===== src/rtl/seq_add_flags.sv =====
// Chunk-serial adder/subtractor with a start/busy/done handshake and an NZCV flag register.
// Adds CHUNK bits per clock; ADC/SBC chain through the stored C flag for multi-word arithmetic.
module seq_add_flags #(
  parameter int WIDTH = 32,
  parameter int CHUNK = 8
) (
  input  logic             clk,
  input  logic             reset,
  input  logic             Start,
  input  logic [2:0]       Op,
  input  logic [WIDTH-1:0] In1,
  input  logic [WIDTH-1:0] In2,
  input  logic             S,
  output logic [WIDTH-1:0] Result,
  output logic [3:0]       Flag,
  output logic             Busy,
  output logic             Done
);

  localparam int N     = WIDTH / CHUNK;
  localparam int CNT_W = (N > 1) ? $clog2(N) : 1;

  typedef enum logic {
    IDLE,
    RUN
  } state_t;

  state_t           r_state, w_next;
  logic [CNT_W-1:0] r_cnt;
  logic [WIDTH-1:0] r_a, r_b, r_acc, r_result;
  logic             r_carry, r_s, r_done;
  logic [3:0]       r_flag;

  logic             w_accept, w_last;
  logic [WIDTH-1:0] w_a_init, w_b_init;
  logic             w_cin_init;
  logic [CHUNK-1:0] w_a_chunk, w_b_chunk;
  logic [CHUNK:0]   w_sum;
  logic [WIDTH-1:0] w_full;
  logic             w_cin_msb;
  logic [3:0]       w_flag_new;

  always_ff @(posedge clk) begin
    if (reset) r_state <= IDLE;
    else       r_state <= w_next;
  end

  // NOTE: every signal driven here gets a default first so no latch is inferred.
  always_comb begin
    w_next   = r_state;
    w_accept = 1'b0;
    w_last   = 1'b0;
    case (r_state)
      IDLE: if (Start) begin
        w_accept = 1'b1;
        w_next   = RUN;
      end
      RUN: if (r_cnt == CNT_W'(N - 1)) begin
        w_last = 1'b1;
        w_next = IDLE;
      end
      default: w_next = IDLE;
    endcase
  end

  // Subtraction forms are A + ~B + 1; SBC/ADC take carry-in from the stored C flag.
  always_comb begin
    w_a_init   = In1;
    w_b_init   = In2;
    w_cin_init = 1'b0;
    case (Op)
      3'b001: w_cin_init = r_flag[1];
      3'b010: begin w_b_init = ~In2; w_cin_init = 1'b1;      end
      3'b011: begin w_b_init = ~In2; w_cin_init = r_flag[1]; end
      3'b100: begin w_a_init = In2; w_b_init = ~In1; w_cin_init = 1'b1; end
      default: ;
    endcase
  end

  always_comb begin
    w_a_chunk = r_a[r_cnt*CHUNK +: CHUNK];
    w_b_chunk = r_b[r_cnt*CHUNK +: CHUNK];
    w_sum     = {1'b0, w_a_chunk} + {1'b0, w_b_chunk} + {{CHUNK{1'b0}}, r_carry};
    w_full    = r_acc;
    w_full[r_cnt*CHUNK +: CHUNK] = w_sum[CHUNK-1:0];
    // Carry into the MSB recovered from the MSB sum bit: s = a ^ b ^ cin.
    w_cin_msb  = w_a_chunk[CHUNK-1] ^ w_b_chunk[CHUNK-1] ^ w_sum[CHUNK-1];
    w_flag_new = {w_full[WIDTH-1], (w_full == '0), w_sum[CHUNK], w_cin_msb ^ w_sum[CHUNK]};
  end

  // NOTE: sequential state uses non-blocking assignments so every register samples pre-edge values.
  always_ff @(posedge clk) begin
    if (reset) begin
      r_cnt    <= '0;
      r_result <= '0;
      r_flag   <= '0;
      r_done   <= 1'b0;
    end else begin
      r_done <= w_last;
      if (w_accept) begin
        r_cnt <= '0;
      end else if (r_state == RUN) begin
        r_cnt <= w_last ? '0 : r_cnt + CNT_W'(1);
        if (w_last) begin
          r_result <= w_full;
          if (r_s) r_flag <= w_flag_new;
        end
      end
    end
  end

  // NOTE: operand/accumulator registers carry no reset; they are always loaded on accept before use.
  always_ff @(posedge clk) begin
    if (w_accept) begin
      r_a     <= w_a_init;
      r_b     <= w_b_init;
      r_carry <= w_cin_init;
      r_s     <= S;
      r_acc   <= '0;
    end else if (r_state == RUN) begin
      r_acc   <= w_full;
      r_carry <= w_sum[CHUNK];
    end
  end

  assign Result = r_result;
  assign Flag   = r_flag;
  assign Busy   = (r_state == RUN);
  assign Done   = r_done;

endmodule


===== config.mk =====
export PLATFORM = sky130hd
export DESIGN_NAME = seq_add_flags
export DESIGN_NICKNAME = d
export VERILOG_FILES = /design/src/rtl/seq_add_flags.sv
export SDC_FILE = /design/constraint.sdc
export NUM_CORES = 1
export LEC_CHECK = 0
export BUFFER_PORTS_ARGS = -buffer_cell sky130_fd_sc_hd__buf_2
export CORE_ASPECT_RATIO = 0.8
export CORE_MARGIN = 4
export CORE_UTILIZATION = 50
export CTS_CLUSTER_SIZE = 10
export DETAILED_ROUTE_END_ITERATION = 8
export GPL_ROUTABILITY_DRIVEN = 1
export GPL_TIMING_DRIVEN = 0
export PLACE_DENSITY = 0.73
export SLEW_MARGIN = 15
export SYNTH_ARGS = -nofsm -noshare
export SYNTH_HDL_FRONTEND = slang
export SYNTH_SLANG_ARGS = --single-unit

===== constraint.sdc =====
create_clock -name clk -period 4 [get_ports clk]
set_clock_uncertainty 0.15 [all_clocks]
set_input_delay 0.2 -clock clk [delete_from_list [all_inputs] [get_ports clk]]
set_output_delay 0.2 -clock clk [all_outputs]
set_load 0.03 [all_outputs]

# Word level (Yosys, flattened, before mapping)
# Index checks and enable logic that the tools add are counted.
# op_classes
n_bitwise	7
n_reduce_logical	8
muxes	13
shifts	4
n_eq_ne	5
add_sub_neg	4
# op_table
operator	count
$not A32 Y32	2
$pmux W32 S2	1
$shiftx A32 B6 Y8	2
$neg A5 Y34	1
$shift A8 B34 Y32 const A	1
$shiftx A8 B34 Y32	1
$bwmux W32	1
$logic_not A32 Y1	1
$mux W32	1
$add A8 B8 Y9	1
$add A9 B1 Y9	1
$reduce_or A2 Y1	4
$mux W1	7
$eq A3 B2 Y1 const B	2
$pmux W1 S2	2
$reduce_and A4 Y1	1
$eq A3 B1 Y1 const B	1
$eq A3 B3 Y1 const B	1
$reduce_and A3 Y1	1
$xor A1 B1 Y1	3
$add A2 B1 Y2 const B	1
$eq A2 B2 Y1 const B	1
$mux W2	1
$not A1 Y1	2
$reduce_bool A2 Y1	1
# word_totals
wordCells	51
input_bits	71
register_bits	138

# Logic depth before layout (Yosys ltp)
# Gate-level depths: netlist of run 1.
# depth
ltp_word	6
mapped_depth	12

# Worst setup path after synthesis of run 1
# OpenSTA, ideal clock, no wires.
# synth_path
path_kind	reg2reg
start	register r_state, in the netlist Busy
end	register r_carry, data pin
path_stages_with_launch	4
t_required_ns	3.445
slack_ns	-0.436
n_path_buf	1
arrival_ns	3.881
setup_time_ns	0.405
synth_period_minus_slack_ns	4.436
path_cell_list	dfxtp_1 -> buf_2 -> nor2b_1 -> o21ai_0
# synth_between
elab_chain_cells	2
# synth_lines
element	line_no	text
start: declaration	28	state_t r_state, w_next;
start signal: assignment	45	else r_state <= w_next;
$mux W1	53	case (r_state)
via w_accept	34	logic w_accept, w_last;
$mux W1	114	if (w_accept) begin
end signal: assignment	117	r_carry <= w_cin_init;
end signal: assignment	122	r_carry <= w_sum[CHUNK];
end: declaration	31	logic r_carry, r_s, r_done;
# The timed path passes the listed nets, and every way through them passes these cells.
# A chain may end at the register's enable or synchronous reset.

# Final worst setup path of run 1
# layout_path
start	register r_cnt[0]
end	register r_flag[2], in the netlist Flag[2]
# layout_between
elab_chain_cells	6
elab_cells_between_ends	13
classes_between	add/sub: 3; eq/ne: 1; shift: 4; mux: 3; reduce/logical: 2
# layout_lines
element	line_no	text
start: declaration	29	logic [CNT_W-1:0] r_cnt;
start signal: assignment	103	r_cnt <= w_last ? '0 : r_cnt + CNT_W'(1);
$shiftx A32 B6 Y8 (on tied branches)	81, 82	
$add A8 B8 Y9	83	w_sum = {1'b0, w_a_chunk} + {1'b0, w_b_chunk} + {{CHUNK{1'b0}}, r_carry};
$add A9 B1 Y9	83	
$shiftx A8 B34 Y32	85	w_full[r_cnt*CHUNK +: CHUNK] = w_sum[CHUNK-1:0];
$bwmux W32	85	
$logic_not A32 Y1	88	w_flag_new = {w_full[WIDTH-1], (w_full == '0), w_sum[CHUNK], w_cin_msb ^ w_sum[CHUNK]};
end signal: assignment	106	if (r_s) r_flag <= w_flag_new;
end: declaration	32	logic [3:0] r_flag;
# Parallel ways exist; a longest one is shown, timed or not.

==> results of run 1 <==
==> metal layers <==
metal  global-route usage (%)  wire length (µm)  vias up
li1                         -                 -     2600
met1                     34.9              8120     2768
met2                     43.7              9060      284
met3                     6.56              1590       37
met4                     8.59               330        0
met5                        0                 0        -
==> critical path, delay by kind of cell (launching register included) <==
kind            cells  cell delay, ns
compound gates      2            0.52
xor+xnor            1            0.23
flops               1            0.36
mux                 1            0.56
fa+ha+maj           2            0.84
buf+inv             2            0.41
simple gates        3            0.69
==> power breakdown <==
part	switching, W	internal, W	leakage [nW]
Combinational	0.000438	0.000327	1.92
Clock	0.000568	0.000842	0.250
Sequential	0.0000242	0.00148	1.14
==> layout by cell type, fill, tap and decap left out, drive strengths merged, types with 3 or more instances in the layout <==
| master | synthesis | routed |
|---|---|---|
| a211oi | 3 | 3 |
| a21o | 4 | 4 |
| a21oi | 13 | 13 |
| a22o | 25 | 25 |
| a22oi | 9 | 9 |
| and3 | 3 | 3 |
| buf | 13 | 122 |
| clkbuf | 29 | 49 |
| clkinv | 1 | 8 |
| clkinvlp | 0 | 3 |
| dfxtp | 64 | 64 |
| dlygate4sd3 | 0 | 84 |
| edfxtp | 66 | 66 |
| ha | 12 | 12 |
| inv | 21 | 22 |
| mux2 | 34 | 34 |
| mux4 | 16 | 16 |
| nand2 | 76 | 76 |
| nand2b | 4 | 4 |
| nand3 | 6 | 6 |
| nand4 | 5 | 5 |
| nor2 | 15 | 15 |
| nor2b | 5 | 5 |
| nor3 | 3 | 3 |
| o21ai | 91 | 91 |
| o22ai | 16 | 16 |
| o31ai | 3 | 3 |
| xnor2 | 4 | 4 |
==> state kept, by name (all words and copies together) (netlist names) <==
register and count:
r_acc 24, Done 1, r_cnt 2, Flag 4, r_carry 1, r_a 32, Busy 1, Result 32
r_b 32, r_s 1
==> what timing repair did <==
item / 4_1_cts / 5_1_grt
hold buffers: 84 / 0
cloned: 0 / 0
endpoints found under the hold margin: 68 / 0
resized for setup: 6 / 12
setup endpoints to repair: 19 / 18
==> worst min-delay path by stage <==
| stage | start | to | slack (ns) | depth (start not counted) |
|---|---|---|---|---|
| finish | In2[17] | r_b[17] | 0.004 | 3 |
| floorplan | reset | Flag[3] | 0.12 | 1 |
| CTS | In2[24] | r_b[24] | 0.0009 | 3 |
| global route | In2[30] | r_b[30] | 0.03 | 3 |
| global placement | S | r_s | 0.26 | 1 |
| detailed placement | S | r_s | 0.25 | 1 |
==> per-stage QoR <==
step	utilization (%)	hold WS, ns	area, µm²	setup TNS, ns	setup WS, ns
5_1_grt	69.9	0.0272	8570	0	0.0140
6_report	69.9	0.00420	8570	0	0.129
4_1_cts	69.5	0.000929	8520	0	0.0144
2_1_floorplan	-	0.119	6320	0	0.385
3_3_place_gp	57.7	0.258	7070	-0.595	-0.172
3_5_place_dp	58.1	0.255	7120	-1.33	-0.185
==> logic make-up after synthesis <==
logic type	count (synthesis)	share of synthesized area, %
AOI/OAI and AO/OA	182	18.5
xor gates and xnor gates	6	0.832
adders and majority gates	14	3.01
buffers and inverters	64	4.24
DFF	130	51.6
muxes	50	11.8
and+or+nand+nor	133	10.0
==> area by class of cell <==
cell class | count | area, µm²
well taps | 171 | 214
plain buffers | 42 | 204
multi-input cells | 385 | 2850
clock buffers | 20 | 437
fillers | 893 | 3680
flip-flops and latches | 130 | 3260
inverters | 22 | 82.6
clock inverters | 12 | 91.3
repair buffers | 193 | 1420
==> impl.org, run 1 <==
** Outcome
- Outcome :: completed

** Layout
- Final Instance Count excl. Fillers :: 975
- Share of cells above drive strength 1 :: 27.0%
- Net total in the final layout :: 876
- Area Growth Syn to Fin :: 35.6%
- Antenna diode count :: 0

** Routing
- The detailed router finished its first iteration with 702 violations.
- Once detail routing completed, the nets flagged for antenna violations numbered 0.
- After detailed routing, the average wire length per cell comes to 19.6 µm.
- The final route contains 5689 vias.
- For this run, the detailed router's first-pass iteration total came to 5.
- Number of vias per cell after detailed routing :: 5.83
- Final wirelength :: around 19000 µm
- For this run, design rule violations remaining after detail routing come to 0.

** Worst setup path
- Minimum setup slack among reg-to-reg paths :: 0.13 ns
- Data on the critical path arrives at its endpoint at 4.03 ns.
- Launch point of the critical path :: r_cnt[0]
- Worst stage delay on the critical path :: 0.56 ns
- Sort of element at the end of the critical path :: flop
- Series of cell instances along the critical path :: buf_2, buf_8, mux4_2, fa_2, fa_2, xor2_1, a22oi_2, nand4_1, nor4_2, nand4_1, o41ai_2
- The critical path ends at Flag[2].
- Slowest cell on crit path :: mux4_2
- Startpoint types :: flop
- Reg-to-reg critical path endpoint :: Flag[2]
- Along the worst path, the maximum fanout reaches 10.
- STA puts the critical path data required time at 4.16 ns.
- The worst register-to-register path has a depth of 11.
- The worst register-to-register path begins at r_cnt[0].
- Crit path kind :: reg2reg

** Floorplan
- Core Region :: 12300 µm²
- FP Rows :: 36
- Measured along the x axis, the die boundary spans about 130 µm.
- Area of the die :: roughly 15000 µm²
- I/O Pins :: 109
- The initial utilization of the core area, before any placement, comes to between 50% and 60%.
- The die is 109 µm tall.

** Global route
- Global routing finished with a remaining overflow of 0.
- Number of global-route vias before repair :: ~5700
- Global routing usage summed across all routing layers :: 26.6%
- First-pass GRT wire length :: 29600 µm
- Antenna violations before repair :: 0
- Entering global routing, the biggest net connects 29 pins.

** Pwr
- Summed over all cells, the static leakage comes to 3.31 nW.
- VDD IR max :: 378 µV
- Power per cell area :: between 400 and 500 nW/µm²
- The design draws roughly 0.0037 W.

** Logic synthesis
- Most numerous cell types in the synthesized netlist :: o21ai_0 (90), nand2_1 (76), edfxtp_1 (66)
- Mean post-synth cell area :: 10.9 µm²
- Synth top area share :: a little under a third
- The synthesized design spends more area on one cell type than any other, namely edfxtp_1.
- Cells taking the most area after synthesis :: edfxtp_1 (31%), dfxtp_1 (20%), o21ai_0 (7.1%), mux2_2 (5.9%), mux4_2 (5.7%)
- The synthesized design contains 130 register bits.
- Warnings from Yosys :: 0
- In the synthesized netlist, the number of instances is 579.
- When the netlist entered floorplanning its net count stood at ~660.
- Netlist cell types :: 63
- Fraction of the yosys area taken by sequential cells :: 51.6%
- Summing every instance area after synthesis gives 6320 µm².
- Dominant cell by count in the synthesized netlist :: o21ai_0
- Main flop type after synthesis :: edfxtp_1
- In the synthesized netlist the async set-or-reset flop fraction comes to 0%.
- Counting flops with a built-in enable in the synthesized netlist gives 66.

** Clock network
- Once the clock tree was built, the setup fixing pass inserted 0 buffers.
- The tree is rooted in a clkbuf_16.
- After clock tree synthesis, the clock-pin slew on the worst setup and hold paths is 0.06 ns.
- TritonCTS clock tree :: done
- The clock reaches the later pin of the worst-skew pair after about 0.42 ns.
- Maximum number of buffers from clock root to sink :: 2
- The number of clock buffers added by TritonCTS is 17.
- Number of clock sinks seen by CTS :: 130
- Depth of the CTS H-tree :: 4

** Min path
- The worst hold path belongs to the class in2reg.

** STA
- For the pin with the worst max-slew slack, the measured transition is ~0.86 ns.
- Setup violations remaining at the end of the flow were counted as 0.
- Timing would allow up to ~260 MHz.
- Post-route minimum period :: ~3.9 ns
- Max_slew headroom :: between 40% and 50%
- Share of the clock period used by the worst path after layout :: 96.8%
- The max-slew violation total from the final report is 0.
- Count of final hold-check violations :: 0
- Setup repair after global routing left no endpoint under its margin.

** Placed design
- The HPWL after detailed placement is approximately 13000 µm.
- At the end of routability-driven placement, the weighted congestion stood at roughly 0.9.
- Port buffer count :: roughly 110
- In this run, placement finished with an instance count of 859.

** Flow run
- Count of maximum capacitance violations :: 0
No activity file was read; power rests on OpenSTA's default activity.
==> inputs of run 2 (changes only) <==
- ABC_AREA: default -> 1
==> run 2 against run 1 <==
  * Combinational power fell by 20%
  * Sequential power up 5%
  * Non-clock buffer count shrank 47
  * Largest power group unchanged
  * First-iteration DRC count up 18%
==> impl.org, run 2 <==
** Outcome
- The run finished with clean final reports.

** Layout
- In the final layout, the multi-input gates occupy 2750 µm².
- Area Growth Syn to Fin :: 25.7%
- Cells with a size suffix above 1 make up 17.5% of the layout.
- Antenna diode count :: 0
- In the layout the commonest cells are nand2_1 (165), o21ai_0 (113), buf_2 (110), inv_1 (101), nor2_1 (74).
- Summing all non-filler instances in the final layout gives an area of 8470 µm².
- The library cell used most frequently in the layout, excluding fill and tap cells, is nand2_1.
- Register area :: 3420 µm²
- Net total in the final layout :: 1072
- At the end of the flow the core is filled with cells to 65.1%.
- Total of fill cells in the finished design :: 1073

** Floorplan
- In this run the vertical extent of the chip is around 110 µm.
- FP Rows :: 37
- The die is 138 µm wide.
- Area of the die :: 15400 µm²
- I/O Pins :: between 100 and 150
- The core region is 13000 µm².
- For this configuration, the core starts out at a cell density of 51.8%.

** Routing
- After detailed routing, the number of remaining DRC violations is 0.
- DR iter-0 viols :: between 800 and 900
- Number of routed nets with antenna violations :: 0
- Final wirelength :: roughly 20000 µm
- In the routed layout, each cell is associated on average with a via count of 5.54.
- The detailed router placed 6511 vias in this run.
- The first detailed-routing pass ran for 5 iterations.
- Wire length per cell :: 17.1 µm

** Logic synthesis
- Synthesis produced 823 cells.
- Post-synthesis compound-gate area fraction :: 17.8%
- The most used flip-flop cell after synthesis is dfxtp_1.
- Parity-gate share of the synthesized area counting xor and xnor cells :: 0.130%
- Post-Synth Simple-Gate Area :: between 10% and 20%
- Adder-cell share of the synthesized area :: 2.82%
- Of the post-synthesis cell area, the dominant cell type holds 29.4%.
- In this run, distinct cell masters in the synthesized netlist total 31.
- Mux contribution to synthesized area :: 0%
- Sequential elements use 50.8% of the synthesized area.
- Dominant cell type by area after synthesis :: edfxtp_1
- The synthesized netlist occupies a cell area of 6740 µm².
- During synthesis, Yosys emitted a total of 0 warnings.
- Cells taking the most area after synthesis :: edfxtp_1 (29%), dfxtp_1 (21%), nand2_1 (9.2%), o21ai_0 (8.4%), inv_1 (5.6%)
- By area, the combinational part of the netlist is dominated by simple AND/OR/NAND/NOR gates.
- The number of nets in the synthesized netlist is 908.
- Number of synthesized flops with an enable pin :: 66
- Mean post-synth cell area :: 8.19 µm²
- Post-synthesis register bit count :: 138
- Dominant cell by count in the synthesized netlist :: nand2_1
- Post-synth ARST share :: 0%
- Most numerous cell types in the synthesized netlist :: nand2_1 (165), o21ai_0 (113), inv_1 (101)

** Flow run
- The tool flagged a number of max-cap violations equal to 0.

** Pwr
- Combinational cells account for roughly 17% of the total power.
- Power per cell area :: 438 nW/µm²
- The analysis attributes to cell leakage a power of 3.69 nW.
- Internal Pwr Total :: 0.00264 W
- Flop pwr share :: 42.7%
- Switching part of the total power :: 28.9%
- Clock network fraction of total power :: between 40% and 50%
- VDD IR max :: 329 µV
- Switching component of the power :: between 0.001 and 0.0015 W
- The design draws between 0.003 and 0.004 W.

** STA
- Post-Route Hold Slack :: 0.00611 ns
- Adding up every negative setup slack in the final design gives 0 ns.
- Slew at the pin closest to its max-slew limit :: 0.731 ns
- The number of hold violations in the final report came to 0.
- Number of pins exceeding their max-slew limit in the final report :: 0
- For this run, the top clock speed supported by timing is 266 MHz.
- In this run the tightest slew margin relative to its limit is 51.3%.
- Post-route minimum period :: 3.76 ns
- Dividing the final minimum period by the clock period gives a little over nine tenths.
- Final setup violation count :: 0
- Setup repair after global routing left no endpoint under its margin.

** Clock network
- Clk root buf :: clkbuf_16
- The H-tree generated during clock tree synthesis spans 4 levels.
- Clock tree synthesis inserted a total of 17 buffers.
- Maximum number of buffers from clock root to sink :: 2
- Number of clock sinks seen by CTS :: 138
- TritonCTS built the clock tree.
- Clk_lat worst skew :: roughly 0.43 ns
- After clock tree synthesis, the clock-pin slew on the worst setup and hold paths is 0.07 ns.

** Worst setup path
- Series of cell instances along the critical path :: buf_6, clkbuf_2, buf_2, nor2_1, o22ai_1, fa_2, fa_1, nand2_1, nor2_2, nand2_2, nand2_2, nor2_2, nand2_1, nor2_1, nand3_1, nor2_2, nand3_1, nor2_1, nand2_1, a21oi_2
- In this run the worst path has a maximum fanout of 10.
- Startpoint types :: flop
- Slowest cell on crit path :: fa_1
- Sort of element at the end of the critical path :: flop
- Minimum setup slack among reg-to-reg paths :: 0.24 ns
- Grouping stages by cell kind, the critical path spends the most delay in simple AND/OR/NAND/NOR gates.
- CP bufs+invs :: 3
- On the worst path, the slowest cell contributes a delay of approximately 0.46 ns.
- Data on the critical path arrives at its endpoint at 3.97 ns.
- Crit path kind :: reg2reg
- Data on the critical path is required at its endpoint by roughly 4.2 ns.

** Global route
- First-pass GRT wire length :: 31300 µm
- Remaining Overflow, GRT :: 0
- Number of global-route vias before repair :: 5868
- Largest net degree at the start of global routing :: 32
- In the global route stage, overall resource usage came out at 26.5%.
- Antenna violations before repair :: 0

** Min path
- Type of the most critical hold path :: in2reg

** Placed design
- At the end of routability-driven placement, the weighted congestion stood at approximately 0.96.
- Port buffer count :: 108
- Detailed placement finished with a half-perimeter wire length of 14500 µm.
- After detailed placement, the total cell area comes to 7550 µm².
==> run 2: cell types whose count changed in the layout (fill, tap and decap cells not counted), sizes merged, moves of 30 or more <==
cell	previous run	this run
mux2	34	0
o221ai	2	32
nand2	76	172
nand3	6	57
nor2	15	81
dlygate4sd3	84	35
inv	22	116
==> run 2: final timing paths <==
check                           startpoint   endpoint  cells after the start
worst max-delay path              r_cnt[0]    Flag[2]                     20
worst min-delay path               In2[30]    r_b[30]                      3
worst max register to register    r_cnt[0]    Flag[2]                     20
worst min register to register   r_acc[13]  r_acc[13]                      2
==> run 2: final cells by class <==
cell class              instances  share of cell area (%)
clock inverters                14                    1.59
clock buffers                  18                    5.06
well taps                     175                    2.58
inverters                     109                    4.83
flip-flops and latches        138                    40.4
plain buffers                  43                    2.16
multi-input cells             533                    32.4
repair buffers                145                    11.0
==> run 2: stage by stage <==
stage | setup WS, ns | instances
global route | 0.00702 | 1175
finish | 0.240 | 1175
CTS | 0.119 | 1175
detailed placement | 0.0285 | 1108
floorplan | 0.850 | 823
global placement | -0.00984 | 1106
==> run 2: logic make-up after synthesis <==
kind of cell    Yosys count
compound gates          201
xor+xnor                  1
fa+ha+maj                14
buf+inv                 152
flops                   138
simple gates            317
==> run 2: power by group through the flow <==
stage	combinational, W	sequential [W]	clock, W
2_1_floorplan	0.000370	0.00161	0
3_3_place_gp	0.000549	0.00162	0
3_5_place_dp	0.000563	0.00161	0
4_1_cts	0.000593	0.00158	0.00152
5_1_grt	0.000674	0.00159	0.00159
6_report	0.000612	0.00158	0.00152
==> run 2: routing by layer <==
metal	wire length (µm)	vias to the layer above	global-route usage (%)
met2	8670	344	38.2
met5	0	-	0
met1	8970	2996	40.0
met3	2170	26	6.23
li1	-	3145	-
met4	240	0	6.98
==> run 2: timing repair <==
| item | 4_1_cts | 5_1_grt |
|---|---|---|
| cloned | 0 | 0 |
| hold buffers | 35 | 0 |
| setup endpoints to repair | 1 | 2 |
| resized for setup | 1 | 9 |
| endpoints found under the hold margin | 34 | 0 |
| setup buffers | 0 | 0 |
==> run 2: worst reg2reg max path, delay by kind of cell, from the launching register on <==
kind | cells | cell delay [ns]
and+or+nand+nor | 13 | 1.54
adders and majority gates | 2 | 0.85
AOI/OAI and AO/OA | 2 | 0.25
buffers and inverters | 3 | 0.56
DFF | 1 | 0.34
